<file path="config.mk">
export PLATFORM = sky130hd
export DESIGN_NAME = multi_range_counter
export DESIGN_NICKNAME = d
export VERILOG_FILES = /design/src/rtl/multi_range_counter.sv
export SDC_FILE = /design/constraint.sdc
export NUM_CORES = 1
export LEC_CHECK = 0
export BUFFER_PORTS_ARGS = -buffer_cell sky130_fd_sc_hd__buf_2
export CAP_MARGIN = 10
export CORE_UTILIZATION = 35
export DETAILED_ROUTE_END_ITERATION = 8
export PLACE_DENSITY = 0.65
export SLEW_MARGIN = 20
export SYNTH_ARGS = -nofsm -noshare
export SYNTH_HDL_FRONTEND = slang
export SYNTH_SLANG_ARGS = --single-unit
</file>
<file path="constraint.sdc">
create_clock -name clock -period 2.6 [get_ports clock]
set_input_delay 0 -clock clock [delete_from_list [all_inputs] [get_ports clock]]
set_output_delay 0 -clock clock [all_outputs]
set_load 0.05 [all_outputs]
</file>
<file path="src/rtl/multi_range_counter.sv">
// Multi-channel range counter: each channel watches a shared counter and opens a
// window of a programmable number of enabled ticks after the counter hits its start.
module multi_range_counter #(
  parameter int unsigned channels      = 4,
  parameter int unsigned counter_width = 10,
  parameter int unsigned elapsed_width = 4,
  // Derived from channels; not meant to be overridden.
  parameter int unsigned chan_width    = (channels > 1) ? $clog2(channels) : 1
) (
  input  logic                              clock,
  input  logic                              reset,
  input  logic                              load,
  input  logic [chan_width-1:0]             load_channel,
  input  logic [counter_width-1:0]          load_start,
  input  logic [elapsed_width-1:0]          load_length,
  input  logic                              load_repeat,
  input  logic [counter_width-1:0]          counter,
  input  logic                              enable,
  output logic [channels-1:0]               active,
  output logic [channels*elapsed_width-1:0] elapsed,
  output logic [channels-1:0]               done
);

  typedef enum logic {StIdle, StActive} state_e;

  for (genvar i = 0; i < channels; i++) begin : g_chan
    logic [counter_width-1:0] start_q;
    logic [elapsed_width-1:0] length_q;
    logic [elapsed_width-1:0] elapsed_q;
    logic                     repeat_q;
    logic                     armed_q;
    logic                     done_q;
    state_e                   state_q;

    logic sel;
    logic match;
    logic last;

    // An out-of-range load_channel never equals any channel index, so it is ignored.
    assign sel   = load && (load_channel == chan_width'(i));
    assign match = armed_q && enable && (counter == start_q) && (length_q != '0);
    assign last  = (elapsed_q == length_q - elapsed_width'(1));

    // Per-channel window FSM; a load takes priority and aborts any open window.
    always_ff @(posedge clock or negedge reset) begin
      if (!reset) begin
        start_q   <= '0;
        length_q  <= '0;
        repeat_q  <= 1'b0;
        armed_q   <= 1'b0;
        elapsed_q <= '0;
        done_q    <= 1'b0;
        state_q   <= StIdle;
      end else begin
        done_q <= 1'b0;
        if (sel) begin
          start_q   <= load_start;
          length_q  <= load_length;
          repeat_q  <= load_repeat;
          armed_q   <= (load_length != '0);
          elapsed_q <= '0;
          state_q   <= StIdle;
        end else begin
          unique case (state_q)
            StIdle: begin
              if (match) begin
                state_q   <= StActive;
                elapsed_q <= '0;
              end
            end
            StActive: begin
              if (enable) begin
                if (last) begin
                  state_q   <= StIdle;
                  elapsed_q <= '0;
                  done_q    <= 1'b1;
                  // One-shot channels disarm until reloaded.
                  if (!repeat_q) armed_q <= 1'b0;
                end else begin
                  elapsed_q <= elapsed_q + elapsed_width'(1);
                end
              end
            end
            default: state_q <= StIdle;
          endcase
        end
      end
    end

    // Outputs are straight register taps.
    always_comb begin
      active[i]                                 = (state_q == StActive);
      elapsed[i*elapsed_width +: elapsed_width] = elapsed_q;
      done[i]                                   = done_q;
    end
  end

endmodule
</file>
==> flow_summary.toml <==
[critical_path]
regToRegEndpoint = "g_chan[2].armed_q"
critPathMaxFanout = 4
timing.critical_path.required_ns = 2.79
timing.setup.critical_path_class = "flop to flop"
critical_path.slowest_cell = "sky130_fd_sc_hd__dfrtp_1"
cp_data_arrival_time_ns = 2.29
cp_num_buf_inv = 1
timing.critical_path.from = "g_chan[2].length_q[0]"
r2r_start = "g_chan[2].length_q[0]"
critPathCaptureType = "flop"
crit_path_start_kind = "flop"
r2r.worst_path.cells = 7
worst_path_dominant_cell_family = "compound AO/OA/AOI/OAI gates"
cells_along_the_critical_path = "inv_1 -> ha_1 -> xnor3_1 -> nand3_2 -> or2_2 -> o311ai_0 -> o21ai_0"
slowest_delay_ns = 0.38
worst_case_register_to_register_setup_slack_ns = 0.50

[run_status]
status = "finished, final reports clean"

[routing]
dr_total_vias = 3804
drtPass1Iterations = 5
route.detailed.wl_per_inst_um = 15.7
first_iter_violations = 375
drt-total-wl_mm = 11.9
antenna_violating_nets_post_route = 0
route.detailed.drc = 0
avgViaCountPerCell = 5.04

[placement]
dp_hpwl_mm = 8.31
gp_congestion = 0.790
portBuffers = 54

[min_path]
worstHoldStart = "load_length[1]"
worstHoldPathCells = 3
hold-path-endpoint = "g_chan[2].length_q[1]"
worstHoldPathType = "primary input to flop"

[cells_and_area]
final_layout_size_suffix_gt1_share_pct = 15.6
layout.cells.most_common_list = "178 x sky130_fd_sc_hd__nand2_1, 88 x sky130_fd_sc_hd__dfrtp_1, 54 x sky130_fd_sc_hd__xor2_1"
design.final.nets = 621
num_antenna_cells = 0
final_common_cell = "sky130_fd_sc_hd__nand2_1"
layout.filler_cells = 1276
area_growth_syn_to_layout_pct = 20.4

[floorplan]
floorplan.initialDensity_pct = 36.1
boundaryPins = 55
row_count = 41
core_area_um2 = 12700
dieWidth_um = 117
design.die.area_um2 = 13600
die-height_um = 117

[clock_tree]
clock_tree.htree_level_count = 3
clock_sinks = 88
tritoncts = "built"
clk_pin_slew_ns = 0.06
tritoncts_buffers = 9
max-clock-path-buffers = 2
root_buffer = "sky130_fd_sc_hd__clkbuf_16"
insertion_delay_ns = 0.34

[sta]
setup_tns_ns = 0
max_clock_freq_ghz = 0.477
slew_viol_final = 0
final.min_clock_period_ns = 2.10
hold_viol = 0
relSlewSlack_pct = 45.1
setup_violations = 0
final.period_utilization_pct = 80.7
rsz0062_at_grt = "no"
max_slew.worst_pin.slew_ns = 0.823
clock_skew_ns = 0.00454

[grt]
first_global_vias = 3628
globalRouteOverflowTotal = 0
grt_first_pass_wirelength_mm = 18.8
pin_count_of_the_biggest_net_entering_global_routing = 63
globalRouteTotalUtil_pct = 18.8
antenna_found_initial = 0

[pwr]
max-vdd-ir-drop_mv = 0.350
post-layout-total-power_mw = 3.97
power_density_nw_per_um2 = 717
power.static_leakage_nw = 2.81

[synth]
netlist_top_cells_area = "sky130_fd_sc_hd__dfrtp_1 48%, sky130_fd_sc_hd__nand2_1 15%, sky130_fd_sc_hd__xor2_1 10%"
yosysTopAreaCellShare_pct = 47.9
ys_seq_elements = 88
synthArstFlopShare_pct = 100
ys_dominant_reg_cell = "sky130_fd_sc_hd__dfrtp_1"
yosysWarnings = 0
syn_area_per_cell_um2 = 8.93
synthCells = 515
synth_largest_area_cell = "sky130_fd_sc_hd__dfrtp_1"
synth_nets = 558
cell_area_after_synthesis_um2 = 4600
post_synth_edffs = 0
synth-seq-area-share_pct = 47.9
yosys.cell_types.count = 45

[job]
drv.max_cap_violation_count = 0
-- registers in the layout (all words and copies together), names as in the netlist --
name              count
g_chan.start_q       40
g_chan.state_q        4
g_chan.armed_q        4
g_chan.elapsed_q     16
g_chan.done_q         4
g_chan.repeat_q       4
g_chan.length_q      16
-- worst max path at each step --
stage / to / slack [ns] / cells past startpoint
6_report: g_chan[2].armed_q / 0.50 / 7
4_1_cts: g_chan[2].armed_q / 0.50 / 7
2_1_floorplan: g_chan[2].elapsed_q[3] / 0.70 / 5
5_1_grt: g_chan[2].armed_q / 0.35 / 7
3_3_place_gp: g_chan[2].armed_q / 0.64 / 7
3_5_place_dp: g_chan[2].armed_q / 0.52 / 7
-- metal layers --
metal	vias up	part of all wire, %	GRT usage, %
met4	0	2.2	8.35
met5	-	0	0
met3	19	6.2	3.11
li1	1834	-	-
met1	1818	46	25.2
met2	133	46	29.8
-- synth_stat cells (7+ instances only) --
cell type / number
sky130_fd_sc_hd__a31oi_1: 14
sky130_fd_sc_hd__a21oi_1: 7
sky130_fd_sc_hd__nor2_1: 14
sky130_fd_sc_hd__nor4_1: 10
sky130_fd_sc_hd__clkbuf_1: 13
sky130_fd_sc_hd__ha_1: 12
sky130_fd_sc_hd__nor3_1: 11
sky130_fd_sc_hd__o21ai_0: 18
sky130_fd_sc_hd__nand3_1: 10
sky130_fd_sc_hd__inv_1: 17
sky130_fd_sc_hd__nand4_1: 9
sky130_fd_sc_hd__buf_4: 8
sky130_fd_sc_hd__nand2_1: 178
sky130_fd_sc_hd__dfrtp_1: 88
sky130_fd_sc_hd__xor2_1: 54
sky130_fd_sc_hd__xnor2_1: 8
-- worst reg2reg max path: cells and delay by family, from the launching register on --
kind                       cells  cell delay, ns
AOI/OAI and AO/OA              2            0.50
and+or+nand+nor                2            0.40
DFF                            1            0.38
xor gates and xnor gates       1            0.38
adders and majority gates      1            0.21
buffers and inverters          1            0.09
-- cell families (layout without fill, tap and decap cells) --
logic type | Yosys count | in the layout | share of synthesized area, %
compound gates | 54 | 54 | 7.68
xor+xnor | 63 | 63 | 12.3
fa+ha+maj | 12 | 12 | 3.27
buf+inv | 41 | 109 | 4.06
flops | 88 | 88 | 47.9
mux | 3 | 3 | 0.680
simple gates | 254 | 254 | 24.1
-- timing repair --
item / in CTS / in global routing
setup buffers: 0 / 0
hold endpoints to repair: 110 / 0
hold buffers: 14 / 0
gates resized for setup: 0 / 0
-- report_power, final --
group	switching (mW)	total [mW]	internal (mW)	leakage [nW]
clock network	0.535	1.59	1.06	0.182
logic	0.419	0.700	0.281	1.50
registers	0.135	1.68	1.54	1.13
-- cell type report --
cell class | count | area, um2 | area share [%]
multi-input combinational | 386 | 2210 | 40.0
inverter | 17 | 63.8 | 1.15
clock buffer | 10 | 239 | 4.32
clock inverter | 6 | 130 | 2.35
tap | 172 | 215 | 3.89
sequential | 88 | 2200 | 39.8
timing repair buffer | 76 | 473 | 8.54
-- stage by stage --
step	area (um2)	hold WS (ns)	setup WS, ns	cells	utilization, %
finish	5540	0.0262	0.503	755	43.5
global route	5540	0.0386	0.350	755	43.5
CTS	5540	0.0207	0.503	755	43.5
detailed placement	5030	0.145	0.521	725	39.5
global placement	5030	0.139	0.638	725	39.5
floorplan	4600	-0.296	0.699	515	-
No activity file was read; power rests on OpenSTA's default activity.
